**src/rtl/rx_wr_arbiter_pkg.sv**
```systemverilog
// Shared definitions for the GMII receive write arbiter: output word tags,
// payload field widths and a saturating add used by the drop counter.
package rx_wr_arbiter_pkg;

  typedef enum logic [1:0] {
    TAG_VID = 2'b00,
    TAG_AUX = 2'b01,
    TAG_EOP = 2'b10,
    TAG_RSV = 2'b11
  } tag_e;

  localparam int unsigned VID_W     = 29;
  localparam int unsigned AUX_W     = 12;
  localparam int unsigned PAYLOAD_W = 30;
  localparam int unsigned PKT_CNT_W = 11;
  localparam int unsigned DROP_W    = 8;
  localparam int unsigned VQ_W      = VID_W + 1;  // {is_eop, data}

  function automatic logic [DROP_W-1:0] sat_add(logic [DROP_W-1:0] a, logic [1:0] n);
    logic [DROP_W:0] s;
    s = {1'b0, a} + {{(DROP_W - 1){1'b0}}, n};
    return s[DROP_W] ? '1 : s[DROP_W-1:0];
  endfunction

endpackage

```
**src/rtl/rx_wr_arbiter_if.sv**
```systemverilog
// Bundle of the arbiter's data-path signals.
//  slave  : arbiter side (parser streams and fifo_full in; fifo write port and status out)
//  master : environment side (drives parser streams and fifo_full)
interface rx_wr_arbiter_if;
  import rx_wr_arbiter_pkg::*;

  logic               arb_en;
  logic [VID_W-1:0]   vid_data;
  logic               vid_valid;
  logic               packet_en;
  logic [AUX_W-1:0]   aux_data;
  logic               aux_valid;
  logic               fifo_full;
  logic [31:0]        fifo_din;
  logic               fifo_wr_en;
  logic [DROP_W-1:0]  drop_cnt;
  logic               overflow;

  modport slave (
    input  arb_en, vid_data, vid_valid, packet_en, aux_data, aux_valid, fifo_full,
    output fifo_din, fifo_wr_en, drop_cnt, overflow
  );

  modport master (
    output arb_en, vid_data, vid_valid, packet_en, aux_data, aux_valid, fifo_full,
    input  fifo_din, fifo_wr_en, drop_cnt, overflow
  );
endinterface

```
**src/rtl/rx_arb_fifo.sv**
```systemverilog
// Small synchronous show-ahead queue.
//  clk, rst_n   : clock, asynchronous active-low reset (empties the queue)
//  push, wdata  : write; ignored while full
//  pop, rdata   : rdata is the head entry; pop ignored while empty
//  full, empty  : status from an extra-bit pointer compare
module rx_arb_fifo #(
  parameter int unsigned W  = 8,
  parameter int unsigned AW = 3
) (
  input  logic         clk,
  input  logic         rst_n,
  input  logic         push,
  input  logic [W-1:0] wdata,
  input  logic         pop,
  output logic [W-1:0] rdata,
  output logic         full,
  output logic         empty
);

  logic [W-1:0] mem [2**AW];
  logic [AW:0]  wr_ptr;
  logic [AW:0]  rd_ptr;

  assign empty = (wr_ptr == rd_ptr);
  assign full  = (wr_ptr[AW] != rd_ptr[AW]) && (wr_ptr[AW-1:0] == rd_ptr[AW-1:0]);
  assign rdata = mem[rd_ptr[AW-1:0]];

  always_ff @(posedge clk) begin
    if (push && !full) mem[wr_ptr[AW-1:0]] <= wdata;
  end

  always_ff @(posedge clk or negedge rst_n) begin
    if (!rst_n) begin
      wr_ptr <= '0;
      rd_ptr <= '0;
    end else begin
      if (push && !full) wr_ptr <= wr_ptr + 1'b1;
      if (pop && !empty) rd_ptr <= rd_ptr + 1'b1;
    end
  end

endmodule

```
**src/rtl/rx_wr_arbiter.sv**
```systemverilog
// Shares the downstream clock-crossing FIFO write port between the video
// word stream and the aux/audio stream of the GMII receive path. Each source
// is buffered in its own queue; an end-of-packet marker carrying the packet's
// word count is queued behind each video packet. Output is tagged and
// registered one cycle after the grant.
//  clk125, sys_rst_n : receive clock, asynchronous active-low reset
//  bus (slave)       : parser streams, arb_en, fifo_full in;
//                      fifo_din/fifo_wr_en, drop_cnt, overflow out
module rx_wr_arbiter
  import rx_wr_arbiter_pkg::*;
#(
  parameter int unsigned VQ_AW       = 3,
  parameter int unsigned AQ_AW       = 4,
  parameter int unsigned MAX_VID_RUN = 4
) (
  input  logic            clk125,
  input  logic            sys_rst_n,
  rx_wr_arbiter_if.slave  bus
);

  localparam int unsigned      RUN_W   = $clog2(MAX_VID_RUN + 1);
  localparam logic [RUN_W-1:0] RUN_MAX = RUN_W'(MAX_VID_RUN);

  logic                 pkt_en_q;
  logic                 eop_pend;
  logic [PKT_CNT_W-1:0] pkt_words;
  logic [RUN_W-1:0]     vid_run;

  logic                 vq_full, vq_empty, aq_full, aq_empty;
  logic [VQ_W-1:0]      vq_wdata, vq_rdata;
  logic [AUX_W-1:0]     aq_rdata;

  logic pkt_fall, marker_go, vq_req, vq_push, vq_drop, aq_push, aq_drop;
  logic gnt_ok, gnt_v, gnt_a;

  assign pkt_fall  = pkt_en_q & ~bus.packet_en;
  // The marker shares the video queue's write slot, so it waits for a cycle
  // with no video word; this keeps it behind every word of its packet.
  assign marker_go = eop_pend & ~bus.vid_valid;
  assign vq_req    = bus.vid_valid | marker_go;
  assign vq_push   = vq_req & ~vq_full;
  assign vq_drop   = vq_req & vq_full;
  assign vq_wdata  = marker_go ? {1'b1, {(VID_W - PKT_CNT_W){1'b0}}, pkt_words}
                               : {1'b0, bus.vid_data};
  assign aq_push   = bus.aux_valid & ~aq_full;
  assign aq_drop   = bus.aux_valid & aq_full;

  assign gnt_ok = bus.arb_en & ~bus.fifo_full;
  assign gnt_v  = gnt_ok & ~vq_empty & (aq_empty | (vid_run < RUN_MAX));
  assign gnt_a  = gnt_ok & ~aq_empty & ~gnt_v;

  rx_arb_fifo #(.W(VQ_W), .AW(VQ_AW)) u_vq (
    .clk   (clk125),
    .rst_n (sys_rst_n),
    .push  (vq_push),
    .wdata (vq_wdata),
    .pop   (gnt_v),
    .rdata (vq_rdata),
    .full  (vq_full),
    .empty (vq_empty)
  );

  rx_arb_fifo #(.W(AUX_W), .AW(AQ_AW)) u_aq (
    .clk   (clk125),
    .rst_n (sys_rst_n),
    .push  (aq_push),
    .wdata (bus.aux_data),
    .pop   (gnt_a),
    .rdata (aq_rdata),
    .full  (aq_full),
    .empty (aq_empty)
  );

  always_ff @(posedge clk125 or negedge sys_rst_n) begin
    if (!sys_rst_n) begin
      pkt_en_q       <= 1'b0;
      eop_pend       <= 1'b0;
      pkt_words      <= '0;
      vid_run        <= '0;
      bus.drop_cnt   <= '0;
      bus.overflow   <= 1'b0;
      bus.fifo_wr_en <= 1'b0;
      bus.fifo_din   <= '0;
    end else begin
      pkt_en_q <= bus.packet_en;
      eop_pend <= (eop_pend & ~marker_go) | pkt_fall;

      // A marker attempt closes the packet whether it was queued or dropped.
      if (marker_go)    pkt_words <= '0;
      else if (vq_push) pkt_words <= pkt_words + 1'b1;

      bus.drop_cnt <= sat_add(bus.drop_cnt, {1'b0, vq_drop} + {1'b0, aq_drop});
      bus.overflow <= bus.overflow | vq_drop | aq_drop;

      if (gnt_v) begin
        if (vid_run != RUN_MAX) vid_run <= vid_run + 1'b1;
      end else if (gnt_a || vq_empty) begin
        vid_run <= '0;
      end

      bus.fifo_wr_en <= gnt_v | gnt_a;
      if (gnt_v)
        bus.fifo_din <= {vq_rdata[VID_W] ? TAG_EOP : TAG_VID, 1'b0, vq_rdata[VID_W-1:0]};
      else if (gnt_a)
        bus.fifo_din <= {TAG_AUX, {(PAYLOAD_W - AUX_W){1'b0}}, aq_rdata};
    end
  end

endmodule

```
**src/flat_wrapper.sv**
```systemverilog
// flat-port wrapper written by rule: the top's interface ports become plain ports
module rx_wr_arbiter_flat import rx_wr_arbiter_pkg::*;
#(
  parameter int unsigned VQ_AW       = 3,
  parameter int unsigned AQ_AW       = 4,
  parameter int unsigned MAX_VID_RUN = 4
)
  (clk125, sys_rst_n, bus_arb_en, bus_vid_data, bus_vid_valid, bus_packet_en, bus_aux_data, bus_aux_valid, bus_fifo_full, bus_fifo_din, bus_fifo_wr_en, bus_drop_cnt, bus_overflow);
  rx_wr_arbiter_if bus_i ();
  input  logic clk125;
  input  logic sys_rst_n;
  input wire logic [$bits(bus_i.arb_en)-1:0] bus_arb_en;
  input wire logic [$bits(bus_i.vid_data)-1:0] bus_vid_data;
  input wire logic [$bits(bus_i.vid_valid)-1:0] bus_vid_valid;
  input wire logic [$bits(bus_i.packet_en)-1:0] bus_packet_en;
  input wire logic [$bits(bus_i.aux_data)-1:0] bus_aux_data;
  input wire logic [$bits(bus_i.aux_valid)-1:0] bus_aux_valid;
  input wire logic [$bits(bus_i.fifo_full)-1:0] bus_fifo_full;
  output wire logic [$bits(bus_i.fifo_din)-1:0] bus_fifo_din;
  output wire logic [$bits(bus_i.fifo_wr_en)-1:0] bus_fifo_wr_en;
  output wire logic [$bits(bus_i.drop_cnt)-1:0] bus_drop_cnt;
  output wire logic [$bits(bus_i.overflow)-1:0] bus_overflow;
  assign bus_i.arb_en = bus_arb_en;
  assign bus_i.vid_data = bus_vid_data;
  assign bus_i.vid_valid = bus_vid_valid;
  assign bus_i.packet_en = bus_packet_en;
  assign bus_i.aux_data = bus_aux_data;
  assign bus_i.aux_valid = bus_aux_valid;
  assign bus_i.fifo_full = bus_fifo_full;
  assign bus_fifo_din = bus_i.fifo_din;
  assign bus_fifo_wr_en = bus_i.fifo_wr_en;
  assign bus_drop_cnt = bus_i.drop_cnt;
  assign bus_overflow = bus_i.overflow;
  rx_wr_arbiter #(.VQ_AW(VQ_AW), .AQ_AW(AQ_AW), .MAX_VID_RUN(MAX_VID_RUN)) u_core (.clk125(clk125), .sys_rst_n(sys_rst_n), .bus(bus_i));
endmodule
```
**config.mk**
```make
export PLATFORM = sky130hd
export DESIGN_NAME = rx_wr_arbiter_flat
export DESIGN_NICKNAME = d
export VERILOG_FILES = /design/src/rtl/rx_wr_arbiter_pkg.sv /design/src/rtl/rx_wr_arbiter_if.sv /design/src/rtl/rx_arb_fifo.sv /design/src/rtl/rx_wr_arbiter.sv /design/src/flat_wrapper.sv
export SDC_FILE = /design/constraint.sdc
export NUM_CORES = 1
export LEC_CHECK = 0
export ABC_AREA = 1
export BUFFER_PORTS_ARGS = -buffer_cell sky130_fd_sc_hd__buf_4
export CAP_MARGIN = 10
export CORE_MARGIN = 3
export CORE_UTILIZATION = 40
export DETAILED_ROUTE_END_ITERATION = 6
export SETUP_SLACK_MARGIN = 0.4
export SYNTH_ARGS = -nofsm -noshare
export SYNTH_HDL_FRONTEND = slang
export SYNTH_SLANG_ARGS = --single-unit
export TNS_END_PERCENT = 50
```
**constraint.sdc**
```tcl
create_clock -name clk125 -period 4.9 [get_ports clk125]
set_input_delay 0.245 -clock clk125 [delete_from_list [all_inputs] [get_ports clk125]]
set_output_delay 0.245 -clock clk125 [all_outputs]
set_load 0.02 [all_outputs]
```
### Yosys cells after proc, flatten, opt, wreduce, memory -nomap -nowiden

Memory sizes are Yosys's and may differ from the RTL's.
Index checks and enable logic that the tools add are counted.

| storage, ports and cells | value |
|---|---|
| memory bits (writable) | 432 |
| memories kept | 2 |
| register bits after elaboration | 76 |
| logic and storage cells | 87 |
| input bits | 48 |
| output and inout port bits | 42 |

| operators by class | value |
|---|---|
| bitwise logic cells | 27 |
| equal/unequal tests | 8 |
| $add $sub $neg | 8 |
| reduce and logical (&&, ||, !) cells | 15 |
| multiplexer cells | 14 |
| $lt $le $gt $ge | 1 |

Memory list:

| name | depth | width | read ports | clocked after Yosys merged registers in | wr ports | RTL line | RTL |
|---|---|---|---|---|---|---|---|
| u_core.u_vq.mem | 8 | 30 | 1 | 0 | 1 | rx_arb_fifo.sv:20 | `logic [W-1:0] mem [2**AW];` |
| u_core.u_aq.mem | 16 | 12 | 1 | 0 | 1 | rx_arb_fifo.sv:20 |  |

Operator list:

| cell | number |
|---|---|
| 2-to-1 mux 32 bit | 2 |
| 2-to-1 mux 30 bit | 1 |
| 2-to-1 mux 11 bit | 2 |
| bitwise AND 1 bit | 12 |
| adder 11 x 1 -> 11 bit, second input constant | 1 |
| adder 5 x 1 -> 5 bit, second input constant | 2 |
| adder 8 x 2 -> 9 bit | 1 |
| 2-to-1 mux 3 bit | 3 |
| NOT 1 bit | 9 |
| adder 4 x 1 -> 4 bit, second input constant | 2 |
| == test 4 bit | 2 |
| 2-to-1 mux 8 bit | 1 |
| logical AND 1 bit | 6 |
| bitwise OR 1 bit | 6 |
| nonzero test 2 bit | 3 |
| == test 5 bit | 1 |
| zero test 1 bit | 4 |
| 2-to-1 mux 1 bit | 4 |
| adder 3 x 1 -> 3 bit, second input constant | 1 |
| == test 3 bit | 1 |
| < comparator 3 bit, second input constant | 1 |
| != test 3 bit, second input constant | 1 |
| adder 1 x 1 -> 2 bit | 1 |
| 2-to-1 mux 2 bit | 1 |
| 4 further kinds | 5 |

### Longest topological paths before layout

Gate-level depths: netlist (run 1).

| depth | value |
|---|---|
| depth in word-level cells | 9 |
| depth in mapped cells | 16 |

### Hierarchy

Synthesis (run 1) repeated with hierarchy kept, for this count alone.

| second synthesis, totals | value |
|---|---|
| cells, all modules | 1,930 |
| area, all modules | 21,267.9 um^2 |

By module, submodules not included:

| module | area each (um^2) | cells an instance | times used | seq. area each (um^2) |
|---|---|---|---|---|
| rx_arb_fifo (u_core.u_vq) | 9,775.6 | 763 | 1 | 7,407.1 |
| rx_arb_fifo (u_core.u_aq) | 8,536.9 | 777 | 1 | 6,015.8 |
| rx_wr_arbiter | 2,955.3 | 390 | 1 | 1,426.4 |

### Worst setup path after synthesis (run 1)

OpenSTA, ideal clock, no wires.

| path | value |
|---|---|
| path type | register to register |
| from | reg u_core.u_vq.rd_ptr[2] |
| to | mem u_core.u_vq.mem[6][0] (netlist bit) (enable) |
| period minus slack after synthesis | 3.629 ns |
| cell stages (with the launch flop) | 11 |
| arrival | 3.174 ns |
| path slack | 1.271 ns |
| required time | 4.445 ns |
| library setup time | 0.455 ns |
| buffers on the path | 1 |
| path through | dfrtp_1 > buf_2 > inv_2 > nand2_1 > nand2_1 > inv_1 > nand3_1 > nand2_1 > inv_1 > nand2_1 > nor3_1 |

| between the ends | value |
|---|---|
| cells in the longest elaborated chain, start to end | 7 |

RTL lines:

| element | RTL line | RTL |
|---|---|---|
| start: declaration | rx_arb_fifo.sv:22 | `logic [AW:0] rd_ptr;` |
| start signal: assignment | rx_arb_fifo.sv:38 | `if (pop && !empty) rd_ptr <= rd_ptr + 1'b1;` |
| == test 3 bit (*) | rx_arb_fifo.sv:25 | `assign full = (wr_ptr[AW] != rd_ptr[AW]) && (wr_ptr[AW-1:0] == rd_ptr[AW-1:0]);` |
| logical AND 1 bit (*) | rx_arb_fifo.sv:25 |  |
| NOT 1 bit | rx_wr_arbiter.sv:41 | `assign vq_push = vq_req & ~vq_full;` |
| bitwise AND 1 bit | rx_wr_arbiter.sv:41 |  |
| logical AND 1 bit (*) | rx_arb_fifo.sv:29 | `if (push && !full) mem[wr_ptr[AW-1:0]] <= wdata;` |
| 2-to-1 mux 1 bit (*) | rx_arb_fifo.sv:29 |  |
| 2-to-1 mux 1 bit (implied by the code) (*) | rx_arb_fifo.sv:29 |  |
| end: declaration | rx_arb_fifo.sv:20 |  |

Every way passes the cells marked *; elsewhere a longest branch is shown, timed or not.

### Worst setup path in the final report (run 1)

| path | value |
|---|---|
| from | reg u_core.u_aq.rd_ptr[2] |
| to | reg u_core.bus.drop_cnt[2] |

| between the ends | value |
|---|---|
| cells in the longest elaborated chain, start to end | 6 |

RTL lines:

| element | RTL line | RTL |
|---|---|---|
| start: declaration | rx_arb_fifo.sv:22 |  |
| start signal: assignment | rx_arb_fifo.sv:38 |  |
| == test 4 bit | rx_arb_fifo.sv:25 |  |
| logical AND 1 bit | rx_arb_fifo.sv:25 |  |
| bitwise AND 1 bit | rx_wr_arbiter.sv:46 | `assign aq_drop = bus.aux_valid & aq_full;` |
| adder 1 x 1 -> 2 bit | rx_wr_arbiter.sv:92 | `bus.drop_cnt <= sat_add(bus.drop_cnt, {1'b0, vq_drop} + {1'b0, aq_drop});` |
| adder 8 x 2 -> 9 bit | rx_wr_arbiter_pkg.sv:21 | `s = {1'b0, a} + {{(DROP_W - 1){1'b0}}, n};` |
| 2-to-1 mux 8 bit | rx_wr_arbiter_pkg.sv:22 | `return s[DROP_W] ? '1 : s[DROP_W-1:0];` |
| end signal: assignment | rx_wr_arbiter.sv:92 |  |
| end: declaration | rx_wr_arbiter_if.sv:21 | `output fifo_din, fifo_wr_en, drop_cnt, overflow` |

Every way passes these cells.
A chain may end at the register's enable or synchronous reset.

==> results of run 1 <==
worst max-delay path: stages, from the launching register on:
cell and delay (ns):
dfrtp_1 0.79, inv_2 0.27, nand2_1 0.12, nand2_1 0.08
nor2_2 0.17, nand3b_1 0.11, nor2_1 0.26, fa_1 0.26
nand2_1 0.07, nor2_1 0.23, nand2_1 0.08, nor2_1 0.16
nand2_1 0.09, nor2_1 0.15, nand2_1 0.17, o21ai_0 0.13
power groups by stage:
| stage | Sequential [mW] | Clock, mW | Combinational, mW |
|---|---|---|---|
| floorplan | 6.05 | 0 | 3.05 |
| detailed placement | 6.14 | 0 | 4.59 |
| global placement | 6.12 | 0 | 4.55 |
| global route | 6.13 | 4.19 | 5.13 |
| finish | 6.06 | 3.94 | 4.58 |
| CTS | 6.06 | 4.02 | 4.60 |
worst max-delay path by stage:
stage	from	endpoint	slack, ns	cells after the start
floorplan	u_core.u_vq.rd_ptr[2]	u_core.u_vq.mem[6][0]	1.27	10
global placement	u_core.u_vq.rd_ptr[2]	u_core.u_vq.mem[0][17]	1.77	9
detailed placement	u_core.u_aq.rd_ptr[2]	u_core.bus.drop_cnt[2]	1.66	15
CTS	u_core.u_aq.rd_ptr[2]	u_core.bus.drop_cnt[2]	1.64	15
global route	u_core.u_aq.rd_ptr[2]	u_core.bus.drop_cnt[2]	1.20	15
finish	u_core.u_aq.rd_ptr[2]	u_core.bus.drop_cnt[2]	1.64	15
registers in the layout, summed over array words and instances, names as in the netlist:
register               flops
u_core.pkt_en_q            1
u_core.vid_run             3
u_core.u_vq.wr_ptr         4
u_core.u_aq.mem          192
u_core.u_vq.rd_ptr         4
u_core.u_aq.wr_ptr         5
u_core.bus.fifo_din       31
u_core.u_aq.rd_ptr         5
u_core.bus.drop_cnt        8
u_core.bus.overflow        1
u_core.bus.fifo_wr_en      1
u_core.u_vq.mem          240
u_core.eop_pend            1
u_core.pkt_words          11
per-stage QoR:
stage               hold slack (ns)  area (µm²)
finish                       0.0389       24200
global route                 0.0106       24200
CTS                         0.00692       24200
detailed placement            0.238       22400
global placement              0.237       22400
floorplan                   -0.0506       21200
repair_timing:
action | in CTS | in global routing
setup endpoints to repair | 0 | 0
hold buffers | 3 | 0
hold endpoints to repair | 30 | 0
layer usage:
layer | global-route usage | vias up
li1 | - | 6701
met1 | 0.272 | 6924
met2 | 0.300 | 503
met3 | 0.0310 | 95
met4 | 0.0614 | 0
met5 | 0 | -
cell families after synthesis:
group,after synthesis
simple gates,941
flops,507
compound gates,254
buf+inv,206
xor+xnor,19
fa+ha+maj,11
other cells,1
cells in the mapped netlist, drive strengths merged:
master	count	area (µm²)
ha	10	125
o22ai	1	6.26
or2	21	131
fa	1	20.0
clkinv	1	3.75
nand3	141	711
dfrtp	75	1880
edfxtp	432	13000
buf	57	324
nor2	246	941
conb	1	3.75
o21ai	190	951
nand3b	1	7.51
xor2	15	131
nand4	6	37.5
o211ai	24	180
xnor2	4	35.0
a21oi	38	194
inv	104	395
clkbuf	44	165
nor3	8	40.0
nand2	518	1970
o31ai	1	7.51
layout make-up:
| type | count | area [µm²] | share of cell area |
|---|---|---|---|
| Clock inverter | 27 | 264 | 0.0109 |
| Sequential cell | 507 | 14900 | 0.615 |
| Inverter | 105 | 399 | 0.0165 |
| Multi-Input combinational cell | 1226 | 5550 | 0.230 |
| Tap cell | 680 | 851 | 0.0352 |
| Timing Repair Buffer | 108 | 818 | 0.0339 |
| Clock buffer | 72 | 1430 | 0.0591 |
==> key figures, run 1 <==
Power
  • Sw power: about 5.4 mW
  • Comb pwr share: 0.314
  • Clock share of power: 0.270
  • Flop pwr share: 0.416
  • Peak supply drop: approximately 0.36 mV
  • Internal: ~9.2 mW
  • Pwr Total: ~15 mW
  • Leakage power: about 9.3 nW
  • Switching share of power: 0.370
  • Cell area power density: 603 nW/µm²

Worst hold path
  • Hold Path Depth: 1
  • Worst Hold Endpoint: u_core.u_aq.mem[10][10]
  • Tightest Hold Check Type: input pin to flip-flop
  • Hold Crit Start: bus_aux_data[10]

STA
  • Setup Viol. Count Final: 0
  • Final worst slack: 1.64 ns
  • Slew @ Worst Pin: approximately 1.2 ns
  • Final setup TNS: 0 ns
  • Final min period: ~3.3 ns
  • Max Freq: a little over 300 MHz
  • Slew Limit Fails: 0
  • Final Cycle Share: 0.664
  • Fin. Hold Viols: 0
  • Unrepaired setup endpoints after global routing: false
  • Slew margin rel.: 0.218
  • Clock skew: between 0.02 and 0.025 ns

Yosys
  • Syn nets: 1998
  • Synth unique cells: 35
  • Xor and xnor area share after synthesis: 0.00784
  • Largest family of logic cells by synthesized area: simple AND/OR/NAND/NOR gates
  • Area share of and/or/nand/nor cells after synthesis: 0.181
  • Synthesized area: 21200 µm²
  • Synth Area per Inst: around 11 µm²
  • Mux cell area share after synthesis: 0
  • Synth warn: 0
  • Post-synthesis compound-gate area fraction: 0.0631
  • Synth Register Bits: about 510
  • Gate Count Post-Synth: between 1.5k and 2k
  • Adder-cell share of the synthesized area: 0.00684
  • Sequential-to-total area share from yosys stat: 0.700

Job
  • Max cap viols: 0

Die
  • Starting density of the core: 0.409
  • Die Area: between 50000 and 60000 µm²
  • Die Y: ~240 µm
  • Core Region: 51900 µm²
  • I/O Pins: 90
  • Die X: between 200 and 250 µm
  • # rows: 83

CTS
  • CTS buffer count: 53
  • Clock Tree Buf Depth: 3
  • CTS H-tree lvls: 2
  • Number of setup buffers added after CTS: 0
  • PostCTS Resize Cnt: 0
  • CTS tree: done
  • Clock transition at path regs: ~0.06 ns
  • CTS Sinks: slightly above 500
  • CTS Root Cell: clkbuf_16
  • Worst-Skew Late Latency: 0.60 ns

Drt
  • Antenna viol nets, final: 0
  • 1st-iter DRT viols: 1452
  • Met3 WL post-DR: around 3300 µm
  • First drt pass iteration count: 5
  • Top sig layer: met4
  • Wire length on met1: ~24000 µm
  • Drt via density: around 5.2
  • Drt wl/cell: between 15 and 20 µm
  • Wirelength, routed: 54000 µm
  • Vias: between 10k and 15k
  • Metal2 WL: about 25000 µm
  • # DRC: 0

Critical path
  • R2r setup slk: between 1.5 and 2 ns
  • Reg2Reg Launch Point: u_core.u_aq.rd_ptr[2]
  • Reg-to-Reg End: u_core.bus.drop_cnt[2]
  • Worst setup path class: flip-flop to flip-flop
  • CP Capture Type: flip-flop
  • Worst Path Required: 5.39 ns
  • WP data arrival: about 3.8 ns
  • Worst r2r path cells: 15
  • Critical Path Start Type: flip-flop
  • Worst-path maximum fanout: 19

GRT
  • Vias in the first global route: approximately 14k
  • All-Layer GR Usage: 0.191
  • First-pass GRT wire length: ~82000 µm
  • Remaining Overflow, GRT: 0
  • Initial antenna violation count: 0
  • Pin count of the biggest net entering global routing: 100

Finish
  • Total Nets Final: 2060
  • Fin util: 0.465
  • Leading cell type in the layout, fill and taps excluded: nand2_1
  • Filler cells: 4790
  • Commonest non-fill, non-tap cells in the layout: nand2_1, edfxtp_1, nor2_1, o21ai_0, nand3_1
  • Number of diodes: 0
  • Layout area overhead: 13.8%
  • Layout cells sized above 1: 0.113
  • Final Non-Filler Cells: 2725

Place
  • Gpl congestion: 0.852
  • Place WS: around 1.7 ns
  • Detailed-placement wirelength estimate: 33000 µm
  • DP Cell Count: between 2k and 3k
  • Port Buffers: between 80 and 90

Outcome
  • Status: finished clean
(Power assumes the default switching activity.)
==> run 2, diff against run 1 <==
Settings changed: ABC_AREA 1 to 0.
Clock period 4.9 ns to 2.9 ns, I/O delays scaled along.
==> run 2 against run 1 <==
  * Die area fell by 5.6%
  * Worst hold slack worse by 0.0052 ns
  * Sequential share of layout area is 1.1 points higher
  * Design area is 1.7% lower
  * Via count fell by 29%
  * Total power grew 63%
  * Non-clock buffer count rose by 56
  * Global-route usage is 2.4 points lower
  * Flip-flop and latch count is the same
  * Highest routed layer unchanged
  * Fmax increased by 38%
==> key figures, run 2 <==
Critical path
  • Worst Path Required: 3.38 ns (-2.01 ns)
  • Worst setup path class: flip-flop to flip-flop
  • Reg2Reg Launch Point: u_core.u_vq.rd_ptr[1]
  • Reg-to-Reg End: u_core.bus.fifo_din[0]
  • R2r setup slk: 0.53 ns (-1.11 ns)
  • Worst r2r path cells: 6 (-9)
  • Worst-path maximum fanout: 13 (-6)
  • Critical Path Start Type: flip-flop
  • CP Capture Type: flip-flop
  • WP data arrival: 2.85 ns (-0.90 ns)

Yosys
  • Synth top area share: 0.648 (+0.0373)
  • Number of synthesized flops with an enable pin: 432 (unchanged)
  • Largest family of logic cells by synthesized area: multiplexers
  • Synth Area per Inst: 19.1 µm² (+74%)
  • Asr flop ratio synth: 0.148 (unchanged)
  • Area share of and/or/nand/nor cells after synthesis: 0.0500 (-0.131)
  • Synth unique cells: 55 (+57%)
  • Mux cell area share after synthesis: 0.138 (+0.138)
  • Top_reg_cell synth: edfxtp_1
  • Synth warn: 0 (unchanged)
  • Area leader, netlist: edfxtp_1
  • Count leader, synth: edfxtp_1
  • Syn nets: 1108 (-45%)
  • Top cells by area, synth: edfxtp_1, mux4_2, dfrtp_1, nand2_1, mux2i_1
  • Post-synthesis compound-gate area fraction: 0.0318 (-0.0312)
  • Adder-cell share of the synthesized area: 0.00725 (+0.000417)
  • Synthesized area: 20000 µm² (-5.7%)
  • Gate Count Post-Synth: 1049 (-46%)
  • Synth Register Bits: 507 (unchanged)
  • Xor and xnor area share after synthesis: 0.0153 (+0.00742)
  • Synth cell count leaders: edfxtp_1, mux4_2, nand2_1
  • Sequential-to-total area share from yosys stat: 0.742 (+0.0427)

Finish
  • Post-route cell area: 23800 µm² (-1.7%)
  • Fin util: 0.483 (+0.0181)
  • Filler cells: 4076 (-15%)
  • Layout cells sized above 1: 0.298 (+0.185)
  • Number of diodes: 0 (unchanged)
  • Sequential cell area: 14900 µm² (about the same)
  • Layout area overhead: 18.8%
  • Leading cell type in the layout, fill and taps excluded: edfxtp_1
  • Commonest non-fill, non-tap cells in the layout: edfxtp_1, buf_4, mux4_2, nand2_1, dfrtp_1
  • Area of the multi-input gates: 4980 µm² (-10%)
  • Total Nets Final: 1271 (-38%)
  • Max reg flops: 240 (unchanged)

CTS
  • Worst-Skew Late Latency: 0.58 ns (-0.02 ns)
  • CTS Sinks: 507 (unchanged)
  • CTS tree: done
  • Clock transition at path regs: 0.06 ns (about the same)
  • CTS H-tree lvls: 2 (unchanged)
  • CTS Root Cell: clkbuf_16
  • Clock Tree Buf Depth: 3 (unchanged)
  • CTS buffer count: 52 (-1.9%)

Die
  • Starting density of the core: 0.407 (-0.00177)
  • I/O Pins: 90 (unchanged)
  • # rows: 81 (-2.4%)
  • Die Y: 230 µm (-2.8%)
  • Die Area: 52700 µm² (-5.6%)
  • Die X: 230 µm (-2.8%)
  • Core Region: 49200 µm² (-5.3%)

STA
  • Fin. Hold Viols: 0 (unchanged)
  • Slew @ Worst Pin: 0.922 ns (-0.249 ns)
  • Unrepaired setup endpoints after global routing: true
  • Setup Viol. Count Final: 0 (unchanged)
  • Slew margin rel.: 0.386 (+0.168)
  • Clock skew: 0.0184 ns (-0.00365 ns)
  • Slew Limit Fails: 0 (unchanged)
  • Final Cycle Share: 0.816 (+0.152)
  • Final setup TNS: 0 ns (unchanged)
  • Max Freq: 422 MHz (+38%)
  • Final min period: 2.37 ns (-0.889 ns)

GRT
  • GR Util met2: 0.277 (-0.0230)
  • Met3 Track Usage GR: 0.0276 (-0.00337)
  • First-pass GRT wire length: 66100 µm (-20%)
  • Remaining Overflow, GRT: 0 (unchanged)
  • GR peak layer: met2
  • Initial antenna violation count: 0 (unchanged)
  • All-Layer GR Usage: 0.167 (-0.0239)
  • Met1 Track Usage GR: 0.234 (-0.0382)
  • Vias in the first global route: 10.5k (-25%)
  • Pin count of the biggest net entering global routing: 53 (-47%)

Worst hold path
  • Hold Crit Start: bus_vid_data[23]
  • Hold Path Depth: 2 (+1)
  • Tightest Hold Check Type: input pin to flip-flop
  • Worst Hold Endpoint: u_core.u_vq.mem[3][23]

Drt
  • # DRC: 0 (unchanged)
  • First drt pass iteration count: 5 (unchanged)
  • Wirelength, routed: 43500 µm (-19%)
  • 1st-iter DRT viols: 966 (-33%)
  • Vias: 10.1k (-29%)
  • Drt via density: 5.25 (+0.60%)
  • Antenna viol nets, final: 0 (unchanged)
  • Drt wl/cell: 22.7 µm (+14%)

Place
  • Gpl congestion: 0.747 (-12%)
  • Port Buffers: 88 (unchanged)
  • Area after DPL: 21800 µm² (-3.0%)
  • Detailed-placement wirelength estimate: 25900 µm (-22%)

Power
  • Clock share of power: 0.287 (+0.017)
  • Leakage power: 8.30 nW (-11%)
  • Switching share of power: 0.300 (-0.0699)
  • Flop pwr share: 0.423 (+0.007)
  • Peak supply drop: 0.470 mV (+32%)
  • Cell area power density: 997 nW/µm² (+65%)
  • Sw power: 7.12 mW (+32%)
  • Pwr Total: 23.7 mW (+63%)
  • Internal: 16.6 mW (+81%)
  • Comb pwr share: 0.290 (-0.024)

Job
  • Max cap viols: 0 (unchanged)

Outcome
  • Status: finished clean
==> run 2: power by group through the flow <==
stage                     clock (mW)  sequential (mW)  combinational [mW]
final                           6.81             10.0                6.87
after global routing            7.27             10.1                7.48
after CTS                       6.97             10.0                6.99
after detailed placement           0             10.2                6.89
after global placement             0             10.1                6.84
after floorplan                    0             10.2                4.56
==> run 2: critical path, cell delays in order, from the launching register on <==
cell	delay, ns
dfrtp_4	0.51
xor2_4	0.20
buf_4	0.18
nor4_4	0.27
o221ai_2	0.42
or3_1	0.58
o211ai_1	0.12
==> run 2: logic make-up after synthesis <==
kind of cell               Yosys count
xor gates and xnor gates            31
adders and majority gates           11
buffers and inverters               64
DFF                                507
AOI/OAI and AO/OA                   91
muxes                              141
and+or+nand+nor                    203
other                                1
==> run 2: cell type report <==
class,count,share of cell area
clock inverters,16,0.0104
clock buffers,81,0.0636
repair buffers,164,0.0544
flip-flops and latches,507,0.625
multi-input cells,478,0.210
inverters,9,0.00142
well taps,664,0.0350
==> run 2: what timing repair did <==
item                       CTS  global route
setup endpoints to repair    9            52
pin swaps                    1             4
hold buffers                15             0
gates cloned                 0             0
setup buffers                0             4
resized for setup            8             7
hold endpoints to repair   225             0
==> run 2: stage by stage <==
stage / cells / worst slack, ns / hold WS (ns)
after floorplan: 1049 / 0.279 / -0.151
after CTS: 1915 / 0.424 / 0.000145
final: 1919 / 0.533 / 0.0336
after detailed placement: 1803 / 0.0843 / 0.142
after global placement: 1803 / 0.187 / 0.134
after global routing: 1919 / 0.368 / 0.0395
==> run 2: worst max path at each step <==
stage / depth (start not counted) / start / slack (ns) / end
final: 6 / u_core.u_vq.rd_ptr[1] / 0.53 / u_core.bus.fifo_din[0]
after global routing: 8 / u_core.u_vq.rd_ptr[1] / 0.37 / u_core.bus.drop_cnt[4]
after CTS: 8 / u_core.u_vq.rd_ptr[0] / 0.42 / u_core.bus.drop_cnt[4]
after detailed placement: 8 / u_core.u_vq.rd_ptr[0] / 0.08 / u_core.bus.drop_cnt[4]
after global placement: 8 / u_core.u_vq.rd_ptr[0] / 0.19 / u_core.bus.drop_cnt[2]
after floorplan: 7 / u_core.u_aq.rd_ptr[3] / 0.28 / u_core.u_aq.mem[3][0]
==> run 2: per-layer routing <==
metal | vias to the layer above | part of all wire
met3 | 52 | 0.046
met5 | - | 0
met4 | 0 | 0.017
met1 | 5311 | 0.44
met2 | 222 | 0.50
li1 | 4491 | -
==> run 3, diff against run 2 <==
Settings changed: ABC_AREA 0 to 1.
Clock period 2.9 ns to 2 ns, I/O delays scaled along.
==> run 3 against run 2 <==
  * The flow now finishes with violations (negative hold slack, negative setup slack)
  * Clock power grew 41%
  * Worst setup slack lost 0.73 ns
  * Clock-buffer cell count fell by 7
  * Fmax up 7.8%
  * Design area rose by 16%
  * Critical path type unchanged
  * Critical endpoint is now u_core.bus.drop_cnt[1]
  * Highest routed layer is now met5
==> key figures, run 3 (synthesized netlist as in run 1, its figures left out) <==
Outcome
  • Status: complete, but fails checks
  • Failing checks: negative hold slack, negative setup slack

STA
  • Final hold slack: -0.00216 ns (-0.0358 ns)
  • Slew Limit Fails: 0 (unchanged)
  • Final min period: 2.20 ns (-0.172 ns)
  • Slew margin rel.: 0.276 (-0.109)
  • Clock skew: 0.0524 ns (+0.0339 ns)
  • Final Cycle Share: 1.10 (+0.281)
  • Setup Viol. Count Final: 144 (+144)
  • Max Freq: 455 MHz (+7.8%)
  • Unrepaired setup endpoints after global routing: true
  • Final worst slack: -0.195 ns (-0.728 ns)
  • Fin. Hold Viols: 1 (+1)
  • Slew @ Worst Pin: 1.07 ns (+0.152 ns)

Finish
  • Leading cell type in the layout, fill and taps excluded: nand2_1
  • Total Nets Final: 2257 (+78%)
  • Commonest non-fill, non-tap cells in the layout: nand2_1, edfxtp_1, nor2_1, buf_4, o21ai_0
  • Filler cells: 4374 (+7.3%)
  • Layout cells sized above 1: 0.205 (-0.0932)
  • Final Non-Filler Cells: 2922 (+52%)
  • Max reg flops: 240 (unchanged)
  • Layout area overhead: 29.3%

GRT
  • First-pass GRT wire length: 87900 µm (+33%)
  • Remaining Overflow, GRT: 0 (unchanged)
  • Vias in the first global route: 14.9k (+42%)
  • Pin count of the biggest net entering global routing: 67 (+26%)
  • Initial antenna violation count: 3 (+3)
  • All-Layer GR Usage: 0.202 (+0.0355)

Power
  • Internal: 25.6 mW (+54%)
  • Sw power: 14.7 mW (+110%)
  • Peak supply drop: 0.811 mV (+72%)
  • Clock share of power: 0.239 (-0.048)
  • Flop pwr share: 0.359 (-0.064)
  • Cell area power density: 1470 nW/µm² (+47%)
  • Leakage power: 10.8 nW (+30%)
  • Switching share of power: 0.365 (+0.0649)
  • Comb pwr share: 0.402 (+0.112)

Worst hold path
  • Tightest Hold Check Type: input pin to asynchronous set/reset pin

CTS
  • CTS Sinks: 507 (unchanged)
  • Worst-Skew Late Latency: 0.62 ns (+0.04 ns)
  • CTS Root Cell: clkbuf_16
  • Clock Tree Buf Depth: 3 (unchanged)
  • CTS buffer count: 53 (+1.9%)
  • Clock transition at path regs: 0.06 ns (about the same)
  • CTS tree: done
  • CTS H-tree lvls: 2 (unchanged)

Drt
  • First drt pass iteration count: 5 (unchanged)
  • Met3 WL post-DR: 3760 µm (+87%)
  • Antenna viol nets, final: 0 (unchanged)
  • Vias: 15.1k (+50%)
  • Wirelength, routed: 58000 µm (+33%)
  • 1st-iter DRT viols: 1360 (+41%)
  • # DRC: 0 (unchanged)
  • Top sig layer: met5
  • Drt wl/cell: 19.9 µm (-12%)
  • Wire length on met1: 24000 µm (+25%)
  • Drt via density: 5.16 (-1.7%)
  • Metal2 WL: 28600 µm (+32%)

Place
  • DP Cell Count: 2714 (+51%)
  • Port Buffers: 88 (unchanged)
  • Detailed-placement wirelength estimate: 32200 µm (+24%)
  • Gpl congestion: 0.863 (+16%)

Critical path
  • Worst setup path class: flip-flop to flip-flop
  • Reg-to-Reg End: u_core.bus.drop_cnt[1]
  • CP Capture Type: flip-flop
  • Worst r2r path cells: 14 (+8)
  • WP data arrival: 2.73 ns (-0.12 ns)
  • Worst-path maximum fanout: 7 (-6)
  • Reg2Reg Launch Point: u_core.u_vq.rd_ptr[0]
  • Critical Path Start Type: flip-flop
  • Worst Path Required: 2.54 ns (-0.84 ns)
  • R2r setup slk: -0.20 ns (-0.73 ns)

Job
  • Max cap viols: 0 (unchanged)

Die
  • Starting density of the core: 0.409 (+0.00177)
  • Die Area: 55900 µm² (+5.9%)
  • I/O Pins: 90 (unchanged)
  • # rows: 83 (+2.5%)
  • Die Y: 236 µm (+2.9%)
  • Core Region: 51900 µm² (+5.6%)
  • Die X: 236 µm (+2.9%)
run 3: changes by cell type in the layout (fill, tap and decap cells not counted), sizes merged, moves of 98 or more:
cell   before  now
nand2      91  518
nor2       21  246
o21ai      33  190
nand3       6  141
mux4      107    0
buf       149  249
inv         9  107
run 3: cell type report:
| type | instances | area (µm²) | area share |
|---|---|---|---|
| tap | 680 | 851 | 0.0310 |
| inverter | 105 | 422 | 0.0154 |
| antenna | 1 | 2.50 | 0.0000912 |
| timing repair buffer | 305 | 3670 | 0.134 |
| multi-input combinational | 1226 | 5960 | 0.217 |
| sequential | 507 | 14900 | 0.541 |
| clock buffer | 74 | 1410 | 0.0512 |
| clock inverter | 24 | 284 | 0.0103 |
run 3: how the worst max path moves through the flow:
stage | start | endpoint | slack [ns] | cells after the start
after floorplan | u_core.u_vq.rd_ptr[2] | u_core.u_vq.mem[6][0] | -0.23 | 10
after global placement | u_core.u_vq.rd_ptr[0] | u_core.bus.drop_cnt[6] | -0.14 | 14
after detailed placement | u_core.u_vq.rd_ptr[0] | u_core.bus.drop_cnt[4] | -0.15 | 14
after CTS | u_core.u_vq.rd_ptr[0] | u_core.bus.drop_cnt[4] | -0.11 | 14
after global routing | u_core.u_vq.rd_ptr[0] | u_core.bus.drop_cnt[1] | -0.30 | 14
final | u_core.u_vq.rd_ptr[0] | u_core.bus.drop_cnt[1] | -0.20 | 14
run 3: layer usage:
layer / vias to the layer above / global-route usage
met5: - / 0
met2: 506 / 0.341
met1: 7349 / 0.265
met4: 4 / 0.0698
li1: 7127 / -
met3: 98 / 0.0353
run 3: power groups by stage:
stage	sequential, mW	clock (mW)	combinational, mW
after floorplan	14.8	0	7.71
after global placement	14.6	0	12.9
after detailed placement	14.7	0	13.0
after CTS	14.4	9.80	15.6
after global routing	14.6	10.2	17.7
final	14.5	9.61	16.2
run 3: per-stage QoR:
step                 util  cell area, µm²  TNS, ns  power [mW]  worst slack (ns)
floorplan               -           21400   -18.64        22.5            -0.235
global placement    0.454           23600    -1.33        27.4            -0.144
detailed placement  0.454           23600    -2.97        27.7            -0.151
CTS                 0.520           27000   -0.669        39.9            -0.110
global route        0.529           27400   -20.06        42.5            -0.305
finish              0.529           27400    -7.20        40.3            -0.195
run 3: what timing repair did:
| item | CTS | global route |
|---|---|---|
| endpoints found under the setup margin | 584 | 673 |
| gates resized for setup | 147 | 52 |
| gates cloned | 22 | 7 |
| setup buffers | 18 | 18 |
| hold buffers | 44 | 0 |
| pin swaps | 19 | 16 |
| endpoints found under the hold margin | 470 | 0 |
run 3: critical path, cell delays in order, from the launching register on:
cell and delay [ns]:
dfrtp_4 0.50, nand2_1 0.09, nand2_2 0.05, nor2_2 0.10, nand4_1 0.19, inv_1 0.14, fa_2 0.22, nand2_2 0.07
nor2_4 0.12, nand2_2 0.06, nor2_4 0.14, nand2_2 0.09, nor2_4 0.16, nand2_4 0.11, o21ai_1 0.08
